### config.mk
export PLATFORM = sky130hd
export DESIGN_NAME = enemy_grid_tracker
export DESIGN_NICKNAME = d
export VERILOG_FILES = /design/src/rtl/enemy_grid_tracker.sv
export SDC_FILE = /design/constraint.sdc
export NUM_CORES = 1
export LEC_CHECK = 0
export ABC_AREA = 1
export CORE_MARGIN = 2
export CORE_UTILIZATION = 55
export CTS_BUF_LIST = sky130_fd_sc_hd__clkbuf_16
export CTS_CLUSTER_SIZE = 28
export DETAILED_ROUTE_END_ITERATION = 6
export PLACE_DENSITY = 0.8
export SETUP_SLACK_MARGIN = 0.3
export SLEW_MARGIN = 30
export SYNTH_ARGS = -nofsm -noshare
export SYNTH_HDL_FRONTEND = slang
export SYNTH_SLANG_ARGS = --single-unit
### constraint.sdc
create_clock -name Clk -period 5.8 [get_ports Clk]
set_input_delay 1.16 -clock Clk [delete_from_list [all_inputs] [get_ports Clk]]
set_output_delay 1.16 -clock Clk [all_outputs]
set_load 0.01 [all_outputs]
### src/rtl/enemy_grid_tracker.sv
// ============================================================================
// Module   : enemy_grid_tracker
// Purpose  : Alive/dead state of the invader formation; resolves player shots
//            to grid cells, kills live enemies and reports formation extents.
//            Optional score output enabled by defining ENEMY_GRID_SCORE_EN.
// Revision : 1.0 - initial release
// ============================================================================
`default_nettype none

module enemy_grid_tracker #(
  parameter int ROWS    = 5,
  parameter int COLS    = 11,
  parameter int PITCH_X = 44,
  parameter int PITCH_Y = 29,
  parameter int ENEMY_W = 36,
  parameter int ENEMY_H = 24
) (
  input  logic                 Clk,
  input  logic                 Reset,
  input  logic                 Start,
  input  logic [9:0]           form_x,
  input  logic [9:0]           form_y,
  input  logic                 shot_valid,
  input  logic [9:0]           shot_x,
  input  logic [9:0]           shot_y,
  output logic                 shot_ready,
  output logic                 resp_valid,
  output logic                 resp_hit,
  output logic [2:0]           resp_row,
  output logic [3:0]           resp_col,
  output logic [ROWS*COLS-1:0] alive_mask,
  output logic [5:0]           alive_count,
  output logic                 all_dead,
  output logic [3:0]           left_col,
  output logic [3:0]           right_col,
  output logic [2:0]           bottom_row
`ifdef ENEMY_GRID_SCORE_EN
  ,
  output logic [15:0]          score
`endif
);

  localparam int c_idx_w = $clog2(ROWS * COLS);
  localparam logic signed [10:0] c_span_x  = 11'(COLS * PITCH_X);
  localparam logic signed [10:0] c_span_y  = 11'(ROWS * PITCH_Y);
  localparam logic signed [10:0] c_pitch_x = 11'(PITCH_X);
  localparam logic signed [10:0] c_pitch_y = 11'(PITCH_Y);
  localparam logic signed [10:0] c_enemy_w = 11'(ENEMY_W);
  localparam logic signed [10:0] c_enemy_h = 11'(ENEMY_H);
  localparam logic [3:0]         c_last_col = 4'(COLS - 1);
  localparam logic [2:0]         c_last_row = 3'(ROWS - 1);
  localparam logic [5:0]         c_full     = 6'(ROWS * COLS);

  typedef enum logic [1:0] {
    S_IDLE   = 2'd0,
    S_LOCATE = 2'd1,
    S_CHECK  = 2'd2,
    S_SCAN   = 2'd3
  } state_t;

  state_t r_state, w_next;

  logic signed [10:0] r_rx, r_ry;
  logic               r_oob;
  logic [3:0]         r_col;
  logic [2:0]         r_row;

  logic [3:0]         r_scan_col;
  logic               r_scan_found;
  logic [3:0]         r_scan_left;
  logic [3:0]         r_scan_right;
  logic [2:0]         r_scan_bottom;

  logic signed [10:0] w_dx, w_dy;
  logic               w_oob, w_accept;
  logic               w_step_x, w_step_y, w_locate_done;
  logic [c_idx_w-1:0] w_cell_idx;
  logic               w_hit;
  logic               w_col_any;
  logic [2:0]         w_col_bottom;
  logic [3:0]         w_left_final, w_right_final;
  logic [2:0]         w_bottom_final;

  // Offsets are taken as 11-bit signed so shots left/above the formation go negative.
  assign w_dx = $signed({1'b0, shot_x}) - $signed({1'b0, form_x});
  assign w_dy = $signed({1'b0, shot_y}) - $signed({1'b0, form_y});
  assign w_oob = (w_dx < 0) || (w_dy < 0) || (w_dx >= c_span_x) || (w_dy >= c_span_y);

  assign shot_ready = (r_state == S_IDLE) && !Start;
  assign w_accept   = shot_valid && shot_ready;
  assign all_dead   = (alive_count == 6'd0);

  assign w_step_x      = (r_rx >= c_pitch_x);
  assign w_step_y      = (r_ry >= c_pitch_y);
  assign w_locate_done = r_oob || (!w_step_x && !w_step_y);

  assign w_cell_idx = c_idx_w'(r_row) * c_idx_w'(COLS) + c_idx_w'(r_col);
  assign w_hit = !r_oob && (r_rx < c_enemy_w) && (r_ry < c_enemy_h) && alive_mask[w_cell_idx];

  // Rows scanned top to bottom, so the last live one found is the column's lowest.
  always_comb begin
    w_col_any    = 1'b0;
    w_col_bottom = 3'd0;
    for (int r = 0; r < ROWS; r++) begin
      if (alive_mask[c_idx_w'(r * COLS) + c_idx_w'(r_scan_col)]) begin
        w_col_any    = 1'b1;
        w_col_bottom = 3'(r);
      end
    end
  end

  assign w_left_final   = r_scan_found ? r_scan_left : r_scan_col;
  assign w_right_final  = w_col_any ? r_scan_col : r_scan_right;
  assign w_bottom_final = (w_col_any && (w_col_bottom > r_scan_bottom)) ? w_col_bottom
                                                                          : r_scan_bottom;

  always_ff @(posedge Clk or posedge Reset) begin
    if (Reset) begin
      r_state <= S_IDLE;
    end else begin
      r_state <= w_next;
    end
  end

  always_comb begin
    w_next = r_state;
    case (r_state)
      S_IDLE:   if (w_accept) w_next = S_LOCATE;
      S_LOCATE: if (w_locate_done) w_next = S_CHECK;
      S_CHECK:  w_next = w_hit ? S_SCAN : S_IDLE;
      S_SCAN:   if (r_scan_col == c_last_col) w_next = S_IDLE;
      default:  w_next = S_IDLE;
    endcase
    if (Start) w_next = S_IDLE;
  end

  always_ff @(posedge Clk or posedge Reset) begin
    if (Reset) begin
      alive_mask    <= '1;
      alive_count   <= c_full;
      left_col      <= 4'd0;
      right_col     <= c_last_col;
      bottom_row    <= c_last_row;
      resp_valid    <= 1'b0;
      resp_hit      <= 1'b0;
      resp_row      <= 3'd0;
      resp_col      <= 4'd0;
      r_rx          <= '0;
      r_ry          <= '0;
      r_oob         <= 1'b0;
      r_col         <= 4'd0;
      r_row         <= 3'd0;
      r_scan_col    <= 4'd0;
      r_scan_found  <= 1'b0;
      r_scan_left   <= 4'd0;
      r_scan_right  <= 4'd0;
      r_scan_bottom <= 3'd0;
    end else if (Start) begin
      alive_mask    <= '1;
      alive_count   <= c_full;
      left_col      <= 4'd0;
      right_col     <= c_last_col;
      bottom_row    <= c_last_row;
      resp_valid    <= 1'b0;
      resp_hit      <= 1'b0;
      resp_row      <= 3'd0;
      resp_col      <= 4'd0;
      r_rx          <= '0;
      r_ry          <= '0;
      r_oob         <= 1'b0;
      r_col         <= 4'd0;
      r_row         <= 3'd0;
      r_scan_col    <= 4'd0;
      r_scan_found  <= 1'b0;
      r_scan_left   <= 4'd0;
      r_scan_right  <= 4'd0;
      r_scan_bottom <= 3'd0;
    end else begin
      resp_valid <= 1'b0;
      case (r_state)
        S_IDLE: begin
          if (w_accept) begin
            r_rx  <= w_dx;
            r_ry  <= w_dy;
            r_oob <= w_oob;
            r_col <= 4'd0;
            r_row <= 3'd0;
          end
        end
        // Repeated subtraction replaces a divider; both axes step in parallel.
        S_LOCATE: begin
          if (!w_locate_done) begin
            if (w_step_x) begin
              r_rx  <= r_rx - c_pitch_x;
              r_col <= r_col + 4'd1;
            end
            if (w_step_y) begin
              r_ry  <= r_ry - c_pitch_y;
              r_row <= r_row + 3'd1;
            end
          end
        end
        S_CHECK: begin
          resp_valid    <= 1'b1;
          resp_hit      <= w_hit;
          resp_row      <= r_oob ? 3'd0 : r_row;
          resp_col      <= r_oob ? 4'd0 : r_col;
          r_scan_col    <= 4'd0;
          r_scan_found  <= 1'b0;
          r_scan_left   <= 4'd0;
          r_scan_right  <= 4'd0;
          r_scan_bottom <= 3'd0;
          if (w_hit) begin
            alive_mask[w_cell_idx] <= 1'b0;
            alive_count            <= alive_count - 6'd1;
          end
        end
        S_SCAN: begin
          r_scan_col <= r_scan_col + 4'd1;
          if (w_col_any) begin
            r_scan_found <= 1'b1;
            if (!r_scan_found) r_scan_left <= r_scan_col;
            r_scan_right  <= r_scan_col;
            r_scan_bottom <= w_bottom_final;
          end
          // Extents are published together, and frozen once nothing is left alive.
          if ((r_scan_col == c_last_col) && !all_dead) begin
            left_col   <= w_left_final;
            right_col  <= w_right_final;
            bottom_row <= w_bottom_final;
          end
        end
        default: ;
      endcase
    end
  end

`ifdef ENEMY_GRID_SCORE_EN
  logic [15:0] w_points;
  logic [16:0] w_score_sum;

  always_comb begin
    w_points = 16'd10;
    if (r_row == 3'd0)      w_points = 16'd30;
    else if (r_row <= 3'd2) w_points = 16'd20;
  end

  assign w_score_sum = {1'b0, score} + {1'b0, w_points};

  always_ff @(posedge Clk or posedge Reset) begin
    if (Reset) begin
      score <= 16'd0;
    end else if (Start) begin
      score <= 16'd0;
    end else if ((r_state == S_CHECK) && w_hit) begin
      score <= w_score_sum[16] ? 16'hFFFF : w_score_sum[15:0];
    end
  end
`endif

endmodule

`default_nettype wire

==> flow_summary.toml <==
[outcome]
status = "finished, final reports clean"

[pwr]
switching_share_pct = 44.0
power_leakage_nw = 5.64
power_frac_clock_pct = 26.6
power_frac_comb_pct = 43.8
pwr_density_cell_nw_per_um2 = 324
p_switching_mw = 1.67
peakVddDrop_mv = 0.234
power_frac_seq_pct = 29.6
internal_power_mw = 2.13

[timing]
slew_viol_final = 0
worst_slew_pin_slew_ns = 0.710
min_period_ns = 4.48
setup_viol = 0
clock_skew_ns = 0.0129
slew_headroom_pct = 52.5
rsz0062_at_grt = "no"
hold_ws_ns = 0.481
hold_violations = 0
finalCritPeriodShare_pct = 77.2
fmax_mhz = 223
tns_ns = 0

[floorplanning]
start_util_pct = 56.6
die_w_um = 138
ios = 127
core_um2 = 17400
die_area_um2 = 18900
dieHeight_um = 138
fp-row-count = 48

[clocking]
cts_sinks = 129
cts_buffers = 17
clk_latency_ns = 0.43
clockBufferDepth = 2
clkSlewWorstSetupHoldPaths_ns = 0.06
htree_num_levels = 4
clockRootBuffer = "clkbuf_16"
cts-hold-fix-buffers = 0
cts_setup_buffers = 0
cts_tree = "yes"
cts_resized = 0

[global_routing]
antenna_found_initial = 0
grt_usage_pct = 31.6
grt_max_degree = 66
first_global_vias = 9330
grt_pass1_wl_um = 46600
gr-total-overflow = 0

[critical_path]
crit_chain = "ha_1 > inv_1 > fa_1 > fa_1 > nand3_1 > o22ai_1 > a21oi_1 > nand2_1 > o21ai_1 > nand2_1 > nor2_2 > nand2_2 > nor2_4 > buf_4 > nand2_1 > o21ai_0 > inv_1"
arrival_ns = 4.83
cp_max_fo = 30
cp_common_cell = "nand2_1"
crit_required_ns = 6.15
worstSetupStartpointType = "flop"
critPathCaptureType = "flop"
critical_path_class = "reg2reg"
slowest_stage = "fa_1"
crit_path_max_incr_delay_ns = 0.61

[logic_synthesis]
ys.flop_type = "dfrtp_1"
synth_edf_count = 0
yosys_warnings = 0
synth-seq-cells = 129
synthArstFlopShare_pct = 100
ys_seq_area_share_pct = 33.7
synth.avg_cell_area_um2 = 6.85
syn_inst = 1435
syn_nets = 1534
synthesis.area_um2 = 9820
ys_types = 46

[route]
wl_um = 29000
drc = 0
vias = 10300
avgRoutedWirePerCell_um = 16.3
firstDrtPassIters = 6
viasPerCell = 5.78
antenna_left = 0
drt_iter0_drc = 949

[layout]
post-route-util_pct = 67.6
fillCellCount = 1553
regArea_um2 = 3310
antennaDiodeCount = 0
final_cells = 1776
multi_input_area_um2 = 5450
area_growth_syn_to_layout_pct = 19.4
layout-drive-gt1-share_pct = 8.45
nets = 1637
final_common_cell = "nand2_1"
layout_common_cells = "364 x nand2_1, 197 x inv_1, 179 x nand3_1, 127 x nor2_1, 126 x clkdlybuf4s50_1"

[min_path]
hold_path.class = "reg2reg"

[place]
portBuffers = 126
hpwl_um = 21300
dp_cells = 1744
gp_congestion = 0.976

[job]
drv_cap = 0
==> registers in the layout, indices dropped and copies added, names as in the netlist, 6 cells and up <==
| register | flops |
|---|---|
| r_ry | 11 |
| r_rx | 11 |
| alive_mask | 55 |
| alive_count | 6 |
==> layer usage <==
metal | up-vias | global-route usage (%) | part of all wire [%]
met5 | - | 0 | 0
met4 | 0 | 14.7 | 3.9
met3 | 101 | 5.74 | 7.7
met2 | 515 | 50.9 | 47
met1 | 4743 | 41.3 | 41
li1 | 4902 | - | -
==> metrics by stage <==
stage          power [mW]  cell area [µm²]  setup slack [ns]
2_1_floorplan        2.36             9820              1.30
3_3_place_gp         2.71            11200              1.63
3_5_place_dp         2.75            11200              1.42
4_1_cts              3.77            11700              1.36
5_1_grt              4.04            11700              1.06
6_report             3.80            11700              1.32
==> final cells by class <==
cell class	count	area share [%]
Multi-Input combinational cell	1042	46.4
Sequential cell	129	28.2
Timing Repair Buffer	138	11.5
Inverter	210	6.74
Clock buffer	17	3.63
Tap cell	225	2.40
Clock inverter	15	1.10
==> critical path: cells and delay by family (launching register included) <==
family | cells | cell delay, ns
flip-flops | 1 | 0.45
adder cells (fa/ha/maj) | 3 | 1.42
AO/OA/AOI/OAI | 4 | 0.56
AND/OR/NAND/NOR | 7 | 1.49
buffers and inverters | 3 | 0.45
==> cells by family after synthesis <==
family | synth area share [%]
AO/OA/AOI/OAI | 14.3
adder cells (fa/ha/maj) | 7.39
XOR/XNOR | 2.80
flip-flops | 33.7
buffers and inverters | 10.9
AND/OR/NAND/NOR | 30.9
==> path summary, 6_finish.rpt <==
check / cells past startpoint / start / to / slack (ns)
setup / recovery: 17 / r_row[2] / alive_mask[26] / 1.32
hold / removal: 2 / alive_count[5] / alive_count[5] / 0.48
setup reg to reg: 17 / r_row[2] / alive_mask[26] / 1.32
hold reg to reg: 2 / alive_count[5] / alive_count[5] / 0.48
max in group asynchronous: 3 / Reset / r_scan_col[0] / 3.78
min in group asynchronous: 2 / Reset / left_col[1] / 1.03
==> cells in the mapped netlist, types with 2 or more instances <==
cell / count / area share (%)
nor3_1: 9 / 0.46
o22ai_1: 31 / 2.0
nor2_2: 2 / 0.13
o21bai_1: 3 / 0.23
inv_2: 10 / 0.38
o211ai_1: 8 / 0.61
a31oi_1: 4 / 0.25
nand4_1: 12 / 0.76
fa_1: 5 / 1.0
nand2_1: 364 / 14
a211oi_1: 2 / 0.15
buf_4: 10 / 0.76
ha_1: 50 / 6.4
dfrtp_1: 66 / 17
inv_1: 195 / 7.5
dfstp_2: 63 / 17
o21a_1: 2 / 0.15
nor2_1: 127 / 4.9
xor2_1: 15 / 1.3
nor3b_1: 2 / 0.15
buf_6: 2 / 0.23
nor4_1: 2 / 0.13
xnor2_1: 9 / 0.80
o31ai_1: 7 / 0.53
nand3_1: 179 / 9.1
a22oi_1: 27 / 2.1
nand3_2: 5 / 0.51
xor2_2: 3 / 0.50
clkinv_1: 5 / 0.19
a21oi_1: 50 / 2.5
nand3b_1: 4 / 0.31
buf_2: 23 / 1.2
o21ai_1: 13 / 0.66
clkbuf_1: 19 / 0.73
o21ai_0: 95 / 4.8
nand2_2: 2 / 0.13
==> power groups by stage <==
stage | logic [mW] | clock network, mW | registers [mW]
2_1_floorplan | 1.26 | 0 | 1.10
3_3_place_gp | 1.58 | 0 | 1.13
3_5_place_dp | 1.62 | 0 | 1.13
4_1_cts | 1.63 | 1.02 | 1.12
5_1_grt | 1.84 | 1.06 | 1.13
6_report | 1.66 | 1.01 | 1.12
No activity file was read; power rests on OpenSTA's default activity.
